**src/rtl/axis_pkt_arbiter.sv**
```systemverilog
// 2:1 AXI4-Stream packet arbiter: round-robin per packet, one registered output stage,
// per-port completed-packet counters and a host enable that gates new grants only.
module axis_pkt_arbiter #(
    parameter int TBITS    = 32,
    parameter int TBYTE    = 4,
    parameter int CNT_BITS = 16
) (
    input  logic                ACLK,
    input  logic                ARESET,
    input  logic                S0_TVALID,
    output logic                S0_TREADY,
    input  logic [TBITS-1:0]    S0_TDATA,
    input  logic [TBYTE-1:0]    S0_TKEEP,
    input  logic                S0_TLAST,
    input  logic                S0_TUSER,
    input  logic                S1_TVALID,
    output logic                S1_TREADY,
    input  logic [TBITS-1:0]    S1_TDATA,
    input  logic [TBYTE-1:0]    S1_TKEEP,
    input  logic                S1_TLAST,
    input  logic                S1_TUSER,
    output logic                M_TVALID,
    input  logic                M_TREADY,
    output logic [TBITS-1:0]    M_TDATA,
    output logic [TBYTE-1:0]    M_TKEEP,
    output logic                M_TLAST,
    output logic                M_TUSER,
    output logic                M_TID,
    input  logic                cfg_en,
    output logic                busy,
    output logic [CNT_BITS-1:0] pkt_cnt0,
    output logic [CNT_BITS-1:0] pkt_cnt1
);

    typedef enum logic [1:0] {
        IDLE = 2'd0,
        GNT0 = 2'd1,
        GNT1 = 2'd2
    } state_e;

    state_e              state_q, state_d;
    logic                last_q, last_d;
    logic                m_tvalid_q, m_tvalid_d;
    logic [TBITS-1:0]    m_tdata_q, m_tdata_d;
    logic [TBYTE-1:0]    m_tkeep_q, m_tkeep_d;
    logic                m_tlast_q, m_tlast_d;
    logic                m_tuser_q, m_tuser_d;
    logic                m_tid_q, m_tid_d;
    logic [CNT_BITS-1:0] cnt0_q, cnt0_d;
    logic [CNT_BITS-1:0] cnt1_q, cnt1_d;

    logic ordy;
    logic load0, load1;

    // Handshake: a beat moves on a cycle where VALID and READY are both high at the
    // rising edge; the source holds VALID and payload stable until that happens.
    assign ordy  = ~m_tvalid_q | M_TREADY;
    assign load0 = S0_TVALID & S0_TREADY;
    assign load1 = S1_TVALID & S1_TREADY;

    always_ff @(posedge ACLK) begin
        if (ARESET) begin
            state_q <= IDLE;
            last_q  <= 1'b1;
        end else begin
            state_q <= state_d;
            last_q  <= last_d;
        end
    end

    always_comb begin
        state_d = state_q;
        last_d  = last_q;
        case (state_q)
            IDLE: begin
                if (cfg_en && (S0_TVALID || S1_TVALID)) begin
                    if (S0_TVALID && S1_TVALID) begin
                        state_d = last_q ? GNT0 : GNT1;
                    end else begin
                        state_d = S0_TVALID ? GNT0 : GNT1;
                    end
                end
            end
            GNT0: begin
                if (load0 && S0_TLAST) begin
                    state_d = IDLE;
                    last_d  = 1'b0;
                end
            end
            GNT1: begin
                if (load1 && S1_TLAST) begin
                    state_d = IDLE;
                    last_d  = 1'b1;
                end
            end
            default: state_d = IDLE;
        endcase
    end

    always_comb begin
        S0_TREADY = 1'b0;
        S1_TREADY = 1'b0;
        busy      = 1'b0;
        case (state_q)
            GNT0: begin
                S0_TREADY = ordy;
                busy      = 1'b1;
            end
            GNT1: begin
                S1_TREADY = ordy;
                busy      = 1'b1;
            end
            default: ;
        endcase
    end

    // Output register: loads from whichever port holds the grant, drains when taken.
    always_comb begin
        m_tvalid_d = m_tvalid_q;
        m_tdata_d  = m_tdata_q;
        m_tkeep_d  = m_tkeep_q;
        m_tlast_d  = m_tlast_q;
        m_tuser_d  = m_tuser_q;
        m_tid_d    = m_tid_q;
        if (load1) begin
            m_tvalid_d = 1'b1;
            m_tdata_d  = S1_TDATA;
            m_tkeep_d  = S1_TKEEP;
            m_tlast_d  = S1_TLAST;
            m_tuser_d  = S1_TUSER;
            m_tid_d    = 1'b1;
        end else if (load0) begin
            m_tvalid_d = 1'b1;
            m_tdata_d  = S0_TDATA;
            m_tkeep_d  = S0_TKEEP;
            m_tlast_d  = S0_TLAST;
            m_tuser_d  = S0_TUSER;
            m_tid_d    = 1'b0;
        end else if (M_TREADY) begin
            m_tvalid_d = 1'b0;
        end
        cnt0_d = cnt0_q + CNT_BITS'(load0 && S0_TLAST);
        cnt1_d = cnt1_q + CNT_BITS'(load1 && S1_TLAST);
    end

    always_ff @(posedge ACLK) begin
        if (ARESET) begin
            m_tvalid_q <= 1'b0;
            m_tdata_q  <= '0;
            m_tkeep_q  <= '0;
            m_tlast_q  <= 1'b0;
            m_tuser_q  <= 1'b0;
            m_tid_q    <= 1'b0;
            cnt0_q     <= '0;
            cnt1_q     <= '0;
        end else begin
            m_tvalid_q <= m_tvalid_d;
            m_tdata_q  <= m_tdata_d;
            m_tkeep_q  <= m_tkeep_d;
            m_tlast_q  <= m_tlast_d;
            m_tuser_q  <= m_tuser_d;
            m_tid_q    <= m_tid_d;
            cnt0_q     <= cnt0_d;
            cnt1_q     <= cnt1_d;
        end
    end

    assign M_TVALID = m_tvalid_q;
    assign M_TDATA  = m_tdata_q;
    assign M_TKEEP  = m_tkeep_q;
    assign M_TLAST  = m_tlast_q;
    assign M_TUSER  = m_tuser_q;
    assign M_TID    = m_tid_q;
    assign pkt_cnt0 = cnt0_q;
    assign pkt_cnt1 = cnt1_q;

endmodule

```
**config.mk**
```make
export PLATFORM = sky130hd
export DESIGN_NAME = axis_pkt_arbiter
export DESIGN_NICKNAME = d
export VERILOG_FILES = /design/src/rtl/axis_pkt_arbiter.sv
export SDC_FILE = /design/constraint.sdc
export NUM_CORES = 1
export LEC_CHECK = 0
export ABC_AREA = 1
export BUFFER_PORTS_ARGS = -buffer_cell sky130_fd_sc_hd__buf_2
export CORE_MARGIN = 5
export CORE_UTILIZATION = 47
export CTS_CLUSTER_DIAMETER = 120
export DETAILED_ROUTE_END_ITERATION = 16
export HOLD_SLACK_MARGIN = 0.06
export PLACE_DENSITY = 0.88
export SYNTH_ARGS = -nofsm -noshare
export SYNTH_HDL_FRONTEND = slang
export SYNTH_SLANG_ARGS = --single-unit
```
**constraint.sdc**
```tcl
create_clock -name ACLK -period 2.6 [get_ports ACLK]
set_clock_uncertainty 0.1 [all_clocks]
set_input_delay 0.65 -clock ACLK [delete_from_list [all_inputs] [get_ports ACLK]]
set_output_delay 0.65 -clock ACLK [all_outputs]
set_load 0.005 [all_outputs]
```
==> flow_metrics.py, run 1 <==
metrics = {
    "logic_synthesis": {
        "async_flop_share_pct": 0,
        "synth_cell_types": 30,
        "netlist_instances": 468,
        "synth-seq-cells": 75,
        "ys.flop_type": "dfxtp_1",
        "synth.top_cells.by_area": "dfxtp_1, nand2_1, a21oi_1",
        "synth_seq_area_share_pct": 42.8,
        "synthesis.area_sq_um": 3500,
        "synth_top_area_share_pct": 42.8,
        "synth_top_cell_by_area": "dfxtp_1",
        "synth.net_count": 557,
        "synth_edf_count": 0,
        "yosys_warnings": 0,
        "avgSynthCellArea_sq_um": 7.49,
        "synth_common_cells": "nand2_1, dfxtp_1, a21oi_1",
        "synth.most_common_cell": "nand2_1",
    },
    "detailed_routing": {
        "vias": 3745,
        "drtAntennaViolNets": 0,
        "via_per_inst": 5.17,
        "wl_um": 10300,
        "drc_errors": 0,
        "wl_per_cell_um": 14.1,
        "first_iter_violations": 137,
        "dr.pass1.iters": 4,
    },
    "die": {
        "design.core.area_sq_um": 7250,
        "dieArea_sq_um": 9280,
        "rows": 31,
        "dieHeight_um": 96.4,
        "die_w_um": 96.4,
        "initial_core_util_pct": 48.3,
        "num_io_pins": 157,
    },
    "clock_network": {
        "clockRootBuffer": "clkbuf_8",
        "clk_pin_slew_worst_paths_ns": 0.08,
        "htreeDepth": 3,
        "cts_resized": 0,
        "cts_tree": "done",
        "cts_hold_buffers": 0,
        "cts_setup_buffers": 0,
        "cts.sinks": 75,
        "numCtsBuffers": 9,
        "insertion_delay_ns": 0.33,
        "clockBufferDepth": 2,
    },
    "timing": {
        "max_freq_ghz": 0.428,
        "setup_viol": 0,
        "report.final.slew_viol_count": 0,
        "tightestPinTransition_ns": 0.525,
        "relSlewSlack_pct": 65.0,
        "min_period_over_period_pct": 89.9,
        "rsz0062_at_grt": "false",
        "hold_viol": 0,
        "period_minus_slack_ns": 2.34,
        "setup_tns_ns": 0,
    },
    "setup_path": {
        "reg2reg_from": "state_q[1]$_SDFFE_PP0P_",
        "crit_fanout": 4,
        "endpoint_kind": "flop",
        "path_class": "reg -> reg",
        "ff2ff_setup_slack_ns": 0.26,
        "r2r-end": "pkt_cnt0[14]$_SDFF_PP0_",
        "worstSetupStartpoint": "state_q[1]$_SDFFE_PP0P_",
        "cp-start-kind": "flop",
        "required_ns": 2.76,
        "rr_worst_depth": 13,
        "arrival_ns": 2.50,
    },
    "grt": {
        "track_usage_pct": 21.7,
        "grt_max_degree": 39,
        "overflow": 0,
        "grt_pass1_vias": 3564,
        "grt_pass1_wl_um": 16000,
        "antenna_found_initial": 0,
    },
    "worst_hold_path": {
        "worstHoldPathCells": 2,
        "hold_class": "reg -> reg",
        "hp-start": "M_TDATA[30]$_SDFFE_PP0P_",
        "whs_endpoint": "M_TDATA[30]$_SDFFE_PP0P_",
    },
    "finish": {
        "multi_input_area_sq_um": 1710,
        "final_util_pct": 62.7,
        "nets": 711,
        "ff_latch_area_sq_um": 1500,
        "area_growth_syn_to_layout_pct": 29.7,
        "antenna_cells": 0,
        "nFillCells": 679,
        "drive_gt1_share_pct": 30.5,
    },
    "placed_design": {
        "hpwlAfterDp_um": 7600,
        "io_buffers": 156,
        "place.gp.congestion": 0.829,
    },
    "power": {
        "p_leak_uw": 0.00205,
        "peakVddDrop_mv": 0.345,
        "fin_total_pwr_uw": 2610,
        "p_per_area_nw_per_um2": 575,
    },
    "run_status": {
        "status": "finished clean",
    },
    "run": {
        "drv_cap": 0,
    },
}
-- critical path: stages (launching register included) --
cell and delay [ns]:
dfxtp_1 0.33, inv_1 0.08, ha_1 0.23, nand3_1 0.13, nor2_1 0.14, ha_1 0.19
ha_1 0.16, nand2_1 0.08, inv_1 0.10, nand2_1 0.08, nor2_1 0.14, nand3_1 0.11
or2_2 0.28, a21oi_1 0.12
-- stage by stage --
| stage | instance area [sq um] | setup WS [ns] | instances | hold WS (ns) |
|---|---|---|---|---|
| after floorplan | 3500 | 0.216 | 468 | 0.329 |
| after global placement | 4360 | 0.146 | 710 | 0.345 |
| after detailed placement | 4360 | 0.0372 | 710 | 0.353 |
| after CTS | 4550 | 0.266 | 725 | 0.364 |
| after global routing | 4550 | 0.0491 | 725 | 0.379 |
| final | 4550 | 0.264 | 725 | 0.361 |
-- where the power goes --
group | switching [uW] | internal [uW] | total, uW
Clock | 418 | 435 | 853
Combinational | 286 | 219 | 505
Sequential | 35.9 | 1220 | 1250
-- cells in the final DEF, fill, tap and decap left out, drive strengths merged --
cell type	count
a211oi	2
a21oi	59
a31oi	2
buf	166
bufinv	1
clkbuf	10
clkinv	2
clkinvlp	2
dfxtp	75
ha	7
inv	44
nand2	85
nand3	17
nand4	13
nor2	33
nor3	12
nor3b	1
nor4	1
o21a	37
o21ai	52
o31ai	1
or2	2
xnor2	1
xor2	1
-- registers in the layout, indices dropped and copies added, names as in the netlist --
name and flops:
pkt_cnt0 16, M_TVALID 1, M_TLAST 1, M_TDATA 32, last_q 1, M_TID 1, pkt_cnt1 16, M_TUSER 1
state_q 2, M_TKEEP 4
-- final cells by class --
type	count	share of cell area, %
Timing Repair Buffer	166	19.1
Sequential cell	75	33.0
Inverter	44	3.63
Clock buffer	10	2.81
Clock inverter	5	1.21
Multi-Input combinational cell	326	37.5
Tap cell	99	2.72
-- worst max path at each step --
| stage | cells past startpoint | end |
|---|---|---|
| final | 13 | pkt_cnt0[14]$_SDFF_PP0_ |
| after global routing | 13 | pkt_cnt0[14]$_SDFF_PP0_ |
| after CTS | 13 | pkt_cnt0[14]$_SDFF_PP0_ |
| after detailed placement | 14 | pkt_cnt0[14]$_SDFF_PP0_ |
| after global placement | 14 | pkt_cnt0[14]$_SDFF_PP0_ |
| after floorplan | 13 | pkt_cnt0[14]$_SDFF_PP0_ |
-- cell families (layout without fill, tap and decap cells) --
| logic type | Yosys count | count (layout) | share of synthesized area [%] |
|---|---|---|---|
| simple gates | 164 | 164 | 20.9 |
| compound gates | 153 | 153 | 24.8 |
| fa+ha+maj | 7 | 7 | 2.50 |
| flops | 75 | 75 | 42.8 |
| xor+xnor | 2 | 2 | 0.500 |
| buf+inv | 67 | 225 | 8.50 |
-- layer usage --
metal	up-vias	part of all wire, %	track usage (%)
li1	1885	-	-
met1	1729	41	26.4
met2	116	51	37.6
met3	15	6.1	3.52
met4	0	1.5	9.11
met5	-	0	0
No activity file was read; power rests on OpenSTA's default activity.
==> run 2, diff against run 1 <==
--- a/config.mk
+++ b/config.mk
@@ -9,6 +9,7 @@
 export BUFFER_PORTS_ARGS = -buffer_cell sky130_fd_sc_hd__buf_2
 export CORE_MARGIN = 5
 export CORE_UTILIZATION = 47
+export CTS_BUF_LIST = sky130_fd_sc_hd__clkbuf_16
 export CTS_CLUSTER_DIAMETER = 120
 export DETAILED_ROUTE_END_ITERATION = 16
 export HOLD_SLACK_MARGIN = 0.06
==> run 2 against run 1 <==
  * Clock power grew 40%
  * Sequential share of layout area shrank 0.72 points
  * Power grew 13%
  * Worst setup slack worse by 0.0077 ns
  * Critical path depth stayed put
  * Critical endpoint unchanged
  * Largest cell class unchanged
  * Highest routed layer unchanged
==> flow_metrics.py, run 2 (synthesis results as in run 1) <==
metrics = {
    "finish": {
        "area_growth_syn_to_layout_pct": 32.6,
        "nets": 711,
        "final_common_cell": "buf_2",
        "layout.cells.most_common_list": "buf_2, nand2_1, dfxtp_1",
        "drive_gt1_share_pct": 30.5,
        "antenna_cells": 0,
        "largest_reg_flops": 32,
        "postLayoutCellArea_sq_um": 4650,
    },
    "die": {
        "die_w_um": 96.4,
        "initial_core_util_pct": 48.3,
        "rows": 31,
        "design.core.area_sq_um": 7250,
        "num_io_pins": 157,
        "dieArea_sq_um": 9280,
        "dieHeight_um": 96.4,
    },
    "power": {
        "intPower_uw": 2170,
        "p_leak_uw": 0.00210,
        "p_per_area_nw_per_um2": 635,
        "power_frac_seq_pct": 42.6,
        "switching_share_pct": 26.4,
        "peakVddDrop_mv": 0.385,
        "p_comb_share_pct": 17.2,
        "pwr-share-clk_pct": 40.2,
        "p_switching_uw": 780,
    },
    "clock_network": {
        "clk_pin_slew_worst_paths_ns": 0.06,
        "cts_resized": 0,
        "clockBufferDepth": 2,
        "cts_setup_buffers": 0,
        "insertion_delay_ns": 0.32,
        "htreeDepth": 3,
        "clockRootBuffer": "clkbuf_16",
        "cts.sinks": 75,
        "cts_hold_buffers": 0,
        "cts_tree": "done",
        "numCtsBuffers": 9,
    },
    "grt": {
        "grt_pass1_vias": 3605,
        "overflow": 0,
        "grt_pass1_wl_um": 16100,
        "antenna_found_initial": 0,
        "track_usage_pct": 21.9,
        "grt_max_degree": 39,
    },
    "placed_design": {
        "placed_cell_area_sq_um": 4360,
        "place.gp.congestion": 0.829,
        "io_buffers": 156,
        "pre_cts_slack_ns": 0.0372,
        "hpwlAfterDp_um": 7600,
    },
    "setup_path": {
        "crit_fanout": 4,
        "slowest_delay_ns": 0.32,
        "critPathSlowestCell": "dfxtp_1",
        "arrival_ns": 2.49,
        "crit_chain": "inv_1 > ha_1 > nand3_1 > nor2_1 > ha_1 > ha_1 > nand2_1 > inv_1 > nand2_1 > nor2_1 > nand3_1 > or2_2 > a21oi_1",
        "path_class": "reg -> reg",
        "cp-start-kind": "flop",
        "required_ns": 2.75,
        "crit_path_frequent_cell": "ha_1",
        "endpoint_kind": "flop",
    },
    "worst_hold_path": {
        "hold_class": "reg -> reg",
    },
    "timing": {
        "period_minus_slack_ns": 2.34,
        "tightestPinTransition_ns": 0.533,
        "setup_tns_ns": 0,
        "rsz0062_at_grt": "false",
        "relSlewSlack_pct": 64.4,
        "report.final.slew_viol_count": 0,
        "setup_viol": 0,
        "max_freq_ghz": 0.427,
        "finalWorstSetupSlack_ns": 0.256,
        "min_period_over_period_pct": 90.1,
        "hold_viol": 0,
        "hold_slack_ns": 0.360,
    },
    "run_status": {
        "status": "finished clean",
    },
    "detailed_routing": {
        "drtAntennaViolNets": 0,
        "wl_um": 10400,
        "vias": 3746,
        "via_per_inst": 5.17,
        "drc_errors": 0,
        "wl_per_cell_um": 14.3,
        "dr.pass1.iters": 4,
        "first_iter_violations": 168,
    },
    "run": {
        "drv_cap": 0,
    },
}
run 2: cell types whose count changed in the layout (fill, tap and decap cells not counted), sizes merged:
| cell | change |
|---|---|
| inv | +1 |
| clkbuf | -1 |
run 2: layer usage:
layer / vias up / GRT usage, % / share of wire [%] / wire length [um]
met5: - / 0 / 0 / 0
met4: 0 / 9.70 / 1.6 / 168
met3: 15 / 3.99 / 6.7 / 693
met2: 129 / 37.6 / 51 / 5280
met1: 1710 / 26.6 / 41 / 4220
li1: 1892 / - / - / -
run 2: metrics by stage:
stage / instances / power (uW) / utilization, %
final: 725 / 2950 / 64.1
after global routing: 725 / 3100 / 64.1
after CTS: 725 / 2970 / 64.1
after detailed placement: 710 / 1790 / 60.2
after global placement: 710 / 1770 / 60.2
after floorplan: 468 / 1590 / -
run 2: worst max-delay path: cells and delay by family (launching register included):
family | cells | cell delay (ns)
AND/OR/NAND/NOR | 7 | 0.95
adder cells (fa/ha/maj) | 3 | 0.58
flip-flops | 1 | 0.32
buffers and inverters | 2 | 0.18
AO/OA/AOI/OAI | 1 | 0.12
run 2: area by class of cell:
class,count,area (sq um)
Clock buffer,9,225
Clock inverter,6,58.8
Fill cell,653,2610
Inverter,44,165
Multi-Input combinational cell,326,1710
Sequential cell,75,1500
Tap cell,99,124
Timing Repair Buffer,166,868
run 2: path summary, 6_finish.rpt:
| check | cells after the start | slack (ns) | start | endpoint |
|---|---|---|---|---|
| worst max-delay path | 13 | 0.26 | state_q[1]$_SDFFE_PP0P_ | pkt_cnt0[14]$_SDFF_PP0_ |
| worst min-delay path | 2 | 0.36 | M_TDATA[30]$_SDFFE_PP0P_ | M_TDATA[30]$_SDFFE_PP0P_ |
| worst max register to register | 13 | 0.26 | state_q[1]$_SDFFE_PP0P_ | pkt_cnt0[14]$_SDFF_PP0_ |
| worst min register to register | 2 | 0.36 | M_TDATA[30]$_SDFFE_PP0P_ | M_TDATA[30]$_SDFFE_PP0P_ |
run 2: power by group through the flow:
stage | registers, uW | clock network [uW] | logic [uW]
2_1_floorplan | 1290 | 0 | 308
3_3_place_gp | 1280 | 0 | 490
3_5_place_dp | 1280 | 0 | 509
4_1_cts | 1260 | 1210 | 511
5_1_grt | 1260 | 1270 | 571
6_report | 1260 | 1190 | 507
